<file path="config.mk">
export PLATFORM = sky130hd
export DESIGN_NAME = addr_gen_unit
export DESIGN_NICKNAME = d
export VERILOG_FILES = /design/src/rtl/agu_pkg.sv /design/src/rtl/addr_src_mux.sv /design/src/rtl/addr_gen_unit.sv
export SDC_FILE = /design/constraint.sdc
export NUM_CORES = 1
export LEC_CHECK = 0
export ABC_AREA = 1
export BUFFER_PORTS_ARGS = -buffer_cell sky130_fd_sc_hd__clkbuf_2
export CORE_MARGIN = 3
export CORE_UTILIZATION = 49
export CTS_CLUSTER_DIAMETER = 60
export DETAILED_ROUTE_END_ITERATION = 7
export GPL_ROUTABILITY_DRIVEN = 0
export PLACE_DENSITY = 0.89
export REMOVE_ABC_BUFFERS = 1
export SLEW_MARGIN = 20
export SYNTH_ARGS = -nofsm -noshare
export SYNTH_HDL_FRONTEND = slang
export SYNTH_HIERARCHICAL = 1
export SYNTH_SLANG_ARGS = --single-unit
</file>
<file path="constraint.sdc">
create_clock -name CLK -period 3.44 [get_ports CLK]
set_input_delay 0.344 -clock CLK [delete_from_list [all_inputs] [get_ports CLK]]
set_output_delay 0.344 -clock CLK [all_outputs]
set_load 0.01 [all_outputs]
</file>
<file path="src/rtl/agu_pkg.sv">
// Shared select codes and FSM encoding for the address generation unit.
// Optional PENALTY_CNT output is enabled by defining AGU_PENALTY_CNT_EN.
package agu_pkg;

  localparam logic [2:0] SEL_PC    = 3'b000;
  localparam logic [2:0] SEL_MAR   = 3'b001;
  localparam logic [2:0] SEL_EA    = 3'b010;
  localparam logic [2:0] SEL_STACK = 3'b011;
  localparam logic [2:0] SEL_VEC   = 3'b100;

  typedef enum logic [1:0] {
    IDLE = 2'b00,
    FIX  = 2'b01,
    DONE = 2'b10
  } agu_state_e;

endpackage

</file>
<file path="src/rtl/addr_src_mux.sv">
// Combinational five-source address bus multiplexer.
// Unused select codes drive an all-zero bus.
module addr_src_mux
  import agu_pkg::*;
#(
  parameter int ADDR_W     = 16,
  parameter int PAGE_BITS  = 8,
  parameter int STACK_PAGE = 1
) (
  input  logic [2:0]           sel_i,
  input  logic [ADDR_W-1:0]    pc_i,
  input  logic [ADDR_W-1:0]    mar_i,
  input  logic [ADDR_W-1:0]    ea_i,
  input  logic [PAGE_BITS-1:0] sp_i,
  input  logic [ADDR_W-1:0]    vec_i,
  output logic [ADDR_W-1:0]    bus_o
);

  localparam int HI_W = ADDR_W - PAGE_BITS;

  logic [HI_W-1:0] stack_hi;

  assign stack_hi = HI_W'(STACK_PAGE);

  always_comb begin
    bus_o = '0;
    case (sel_i)
      SEL_PC:    bus_o = pc_i;
      SEL_MAR:   bus_o = mar_i;
      SEL_EA:    bus_o = ea_i;
      SEL_STACK: bus_o = {stack_hi, sp_i};
      SEL_VEC:   bus_o = vec_i;
      default:   bus_o = '0;
    endcase
  end

endmodule

</file>
<file path="src/rtl/addr_gen_unit.sv">
// Address bus mux plus indexed/zero-page EA calculator with page-cross fix-up.
// Define AGU_PENALTY_CNT_EN to add the saturating PENALTY_CNT output.
module addr_gen_unit
  import agu_pkg::*;
#(
  parameter int ADDR_W     = 16,
  parameter int PAGE_BITS  = 8,
  parameter int STACK_PAGE = 1
) (
  input  logic                 CLK,
  input  logic                 RESET_N,
  input  logic [ADDR_W-1:0]    OUT_PC,
  input  logic [ADDR_W-1:0]    OUT_MAR,
  input  logic [ADDR_W-1:0]    VECTOR_ADDR,
  input  logic [PAGE_BITS-1:0] SP,
  input  logic [ADDR_W-1:0]    BASE_ADDR,
  input  logic [PAGE_BITS-1:0] INDEX,
  input  logic                 ZP_MODE,
  input  logic                 START,
  input  logic [2:0]           SELECT_ADRESS,
  output logic [ADDR_W-1:0]    OUT_ADRESS_BUS,
  output logic                 EA_VALID,
  output logic                 PAGE_CROSS,
  output logic                 BUSY
`ifdef AGU_PENALTY_CNT_EN
  ,
  output logic [15:0]          PENALTY_CNT
`endif
);

  localparam int HI_W = ADDR_W - PAGE_BITS;

  agu_state_e          state_q, state_d;
  logic [ADDR_W-1:0]   ea_q, ea_d;
  logic                cross_q, cross_d;
  logic [PAGE_BITS:0]  sum;
  logic [HI_W-1:0]     ea_hi_inc;
  logic                accept;

  assign sum = {1'b0, BASE_ADDR[PAGE_BITS-1:0]}
             + {1'b0, INDEX};
  assign ea_hi_inc = ea_q[ADDR_W-1:PAGE_BITS] + HI_W'(1);
  assign accept = START && (state_q != FIX);

  always_comb begin
    state_d = state_q;
    ea_d    = ea_q;
    cross_d = cross_q;
    unique case (state_q)
      IDLE, DONE: state_d = IDLE;
      FIX: begin
        ea_d    = {ea_hi_inc, ea_q[PAGE_BITS-1:0]};
        state_d = DONE;
      end
      default: state_d = IDLE;
    endcase
    if (accept) begin
      cross_d = 1'b0;
      state_d = DONE;
      if (ZP_MODE) begin
        ea_d = {{HI_W{1'b0}}, sum[PAGE_BITS-1:0]};
      end else begin
        // Uncorrected address is exposed during FIX as the dummy read
        ea_d = {BASE_ADDR[ADDR_W-1:PAGE_BITS],
                sum[PAGE_BITS-1:0]};
        if (sum[PAGE_BITS]) begin
          cross_d = 1'b1;
          state_d = FIX;
        end
      end
    end
  end

  always_ff @(posedge CLK or negedge RESET_N) begin
    if (!RESET_N) begin
      state_q <= IDLE;
      ea_q    <= '0;
      cross_q <= 1'b0;
    end else begin
      state_q <= state_d;
      ea_q    <= ea_d;
      cross_q <= cross_d;
    end
  end

  assign EA_VALID   = (state_q == DONE);
  assign BUSY       = (state_q == FIX);
  assign PAGE_CROSS = cross_q;

`ifdef AGU_PENALTY_CNT_EN
  logic [15:0] pen_q, pen_d;

  always_comb begin
    pen_d = pen_q;
    if ((state_q == FIX) && (pen_q != 16'hFFFF)) begin
      pen_d = pen_q + 16'd1;
    end
  end

  always_ff @(posedge CLK or negedge RESET_N) begin
    if (!RESET_N) begin
      pen_q <= '0;
    end else begin
      pen_q <= pen_d;
    end
  end

  assign PENALTY_CNT = pen_q;
`endif

  addr_src_mux #(
    .ADDR_W     (ADDR_W),
    .PAGE_BITS  (PAGE_BITS),
    .STACK_PAGE (STACK_PAGE)
  ) u_mux (
    .sel_i (SELECT_ADRESS),
    .pc_i  (OUT_PC),
    .mar_i (OUT_MAR),
    .ea_i  (ea_q),
    .sp_i  (SP),
    .vec_i (VECTOR_ADDR),
    .bus_o (OUT_ADRESS_BUS)
  );

endmodule

</file>
# Word level (Yosys, flattened, before mapping)
# Cells that the tools add are included.
# W data, S select, Z words.
# word_totals
register_bits,19
output_inout_bits,19
word_cells,26
inputBits,87
# op_classes
n_reduce_logical,3
n_eq_ne,7
mux,10
n_addsub,2
# ops
op,n
$pmux W16 S5,1
$mux W16,3
$add A8 B8 Y9,1
$add A8 B1 Y8 const B,1
$mux W2,4
$eq A3 B2 Y1 const B,2
$eq A3 B1 Y1 const B,1
$eq A3 B3 Y1 const B,1
$logic_not A3 Y1,1
$eq A2 B1 Y1 const B,1
$eq A2 B2 Y1 const B,1
$mux W1,2
$ne A2 B1 Y1 const B,1
$reduce_bool A2 Y1,1
$logic_and A1 B1 Y1,1

# Logic depth before layout (Yosys ltp)
# depth
ltp_word,4
depth_mapped,10
ltp_nobuf,10

# By module
# The synthesis kept the hierarchy.
# by_module_without_submodules
mod,cells_each,area_each_um2,n_inst,seq_area_each_um2
addr_gen_unit,182,1302.5,1,475.5
addr_src_mux,131,675.6,1,0.0

# Worst setup path after synthesis
# OpenSTA, ideal clock, no wires.
# synth_path
path_kind,in2out
start,input port SELECT_ADRESS[0]
end,output port OUT_ADRESS_BUS[9]
n_path_buf,2
arrival_time_ps,1086
path_stages,5
slack_ps,2010
t_required_ps,3096
cell_sequence,buf_2 -> nor3_4 -> buf_6 -> nand2_1 -> nand4_1
# synth_via
elab_chain_cells,2
elab_cells_between_ends,6
cone_classes,4 x eq/ne; 1 x mux; 1 x reduce/logical
# synth_rtl
item,line_no,source
start: declaration,addr_gen_unit.sv:20,"input logic [2:0] SELECT_ADRESS,"
"$eq A3 B3 Y1, or another cell as far along",addr_src_mux.sv:27,case (sel_i)
$pmux W16 S5 *,addr_src_mux.sv:27,
end: declaration,addr_gen_unit.sv:21,"output logic [ADDR_W-1:0] OUT_ADRESS_BUS,"
# Every way passes the cells marked *; elsewhere a longest branch is shown, timed or not.

# Final worst setup path
# layout_path
start,input port SELECT_ADRESS[0]
end,output port OUT_ADRESS_BUS[7]
# Same word-level chain as after synthesis.

==> impl_metrics.ini <==
[outcome]
status = complete, no violations

[power_and_ir_drop]
p_per_area_nw_per_um2 = 297
ir_worst_vdd_uv = 230
p_leak_nw = 1.47

[placement]
portBuffers = 105
placed_area_um2 = 2450
hpwl_mm = 4.30

[sta]
fin_setup_tns_ns = 0
max_freq_mhz = 463
hold_viol_final = 0
rsz0062_at_grt = no
timing.final.crit_share_pct = 62.8
max-slew-margin-rel_pct = 56.3
tightest_slew_ns = 0.654
period_needed_ns = 2.16
fin_worst_skew_ns = 0.00537
setup_viol = 0
slew_viol_final = 0

[worst_setup_path]
arrival_ns = 1.82
end_kind = output port
required_ns = 3.10
critPathLaunchType = input port
path_max_fanout = 32
path_class = input port to output port
r2r_slack_ns = 2.06

[synthesis]
syn_area_per_cell_um2 = 6.32
synth_cell_type_count = 26
yosysSeqAreaShare_pct = 24.0
synth_seq_cells = 19
netlist_instances = 313
yosys.area.top_type = dfrtp_1
ys_warn_count = 6
synth_top_area_share_pct = 24.0
yosys-top-cells-area = dfrtp_1 (24%), nand2_1 (19%), nand3_1 (17%)
netlist_area_um2 = 1980

[cells_and_area]
syn_to_final_growth_pct = 26.4
ff_latch_area_um2 = 475
insertedDiodeCount = 0
layout.cells.most_common = clkbuf_2
fin_nets = 506
final_cell_area_um2 = 2500
final_cell_mix = clkbuf_2 (105), nand2_1 (101), nand3_1 (67)
drive_gt1_share_pct = 29.7
n_fill_cell = 377
multi_input_area_um2 = 1290

[global_routing]
grt_pass1_vias = 2239
grt_pass1_wl_mm = 9.53
antenna_found_initial = 0
grt_max_degree = 33
grtUsageTotal_pct = 22.9
grt_overflow = 0

[clock_network]
clk_path_buf_depth = 2
cts_sinks = 19
cts.htree.levels = 1
post-cts-setup-buffer-count = 0
clk_latency_ns = 0.25
cts_root_buffer = clkbuf_8
cts_tree = built
clk_pin_slew_worst_paths_ns = 0.07
cts.repair.resized = 0
cts_hold_buf = 0
cts_buffers = 3

[die]
core_um2 = 3770
pin_count = 106
fp.dieArea_um2 = 4840
start_util_pct = 52.5
dieHeight_um = 69.5
die_w_um = 69.5
num_rows = 22

[routing]
wire_per_inst_um = 11.8
vias_per_cell = 5.32
routed_wl_mm = 5.39
drt-pass1-iter-count = 4
antenna_left = 0
drc = 0
vias = 2427
first_iter_violations = 117

[worst_hold_path]
hold_path.class = input port to asynchronous set/reset pin

[flow_run]
cap_viol_max_count = 0
## kinds of logic after synthesis
group / share of synthesized area [%]
compound gates: 6.45
xor+xnor: 0.443
fa+ha+maj: 6.70
buf+inv: 10.8
flops: 24.0
simple gates: 51.5
## worst paths after layout
kind	end	depth (start not counted)	start
worst max-delay path	OUT_ADRESS_BUS[7]	7	SELECT_ADRESS[0]
worst min-delay path	ea_q[15]	1	RESET_N
worst max register to register	ea_q[14]	8	ea_q[8]
worst min register to register	PAGE_CROSS	2	PAGE_CROSS
max in group asynchronous	ea_q[1]	1	RESET_N
min in group CLK	ea_q[8]	3	BASE_ADDR[8]
## layout make-up
class,count,area share (%)
repair buffers,105,21.0
clock buffers,4,1.80
well taps,48,2.40
flip-flops and latches,19,19.0
inverters,28,4.20
multi-input cells,252,51.6
## through the flow
| step | hold WS, ns | total power, W | instances | utilization, % | worst slack, ns |
|---|---|---|---|---|---|
| floorplan | 0.0484 | 0.000464 | 299 | - | 2.02 |
| global placement | 0.315 | 0.000583 | 452 | 65.1 | 1.35 |
| detailed placement | 0.319 | 0.000592 | 452 | 65.1 | 1.30 |
| CTS | 0.0422 | 0.000745 | 456 | 66.3 | 1.30 |
| global route | 0.0700 | 0.000804 | 456 | 66.3 | 1.10 |
| finish | 0.0252 | 0.000742 | 456 | 66.3 | 1.28 |
## flip-flops by register name, summed over array words and instances, names as in the netlist
register    count
PAGE_CROSS      1
state_q         2
ea_q           16
## power breakdown
part | total (W) | leakage, nW | switching [W] | internal [W]
logic | 0.000287 | 1.21 | 0.000165 | 0.000122
clock network | 0.000153 | 0.0228 | 0.0000706 | 0.0000822
registers | 0.000302 | 0.231 | 0.0000411 | 0.000261
total | 0.000742 | 1.47 | 0.000277 | 0.000465
## Yosys cell counts, drive strengths merged
| cell type | n |
|---|---|
| nand3 | 68 |
| nand4 | 19 |
| or2 | 2 |
| o21ai | 6 |
| nor2 | 23 |
| o21bai | 2 |
| fa | 1 |
| o21a | 1 |
| inv | 27 |
| clkinv | 1 |
| buf | 14 |
| xor2 | 1 |
| nand2 | 104 |
| dfrtp | 19 |
| ha | 9 |
| a21oi | 15 |
| nor3 | 1 |
## critical path, stage by stage
cell and delay [ns]:
clkbuf_2 0.34, nor2_4 0.63, nand3_1 0.16, nand2_1 0.11
nor2_1 0.05, nand2_1 0.05, clkbuf_2 0.13
## metal layers
metal	global-route usage [%]	wire [um]	up-vias
met5	0	0	-
met4	6.07	46	0
met3	4.35	533	5
met2	39.8	2560	92
met1	29.0	2250	1092
li1	-	-	1238
(Power assumes the default switching activity.)
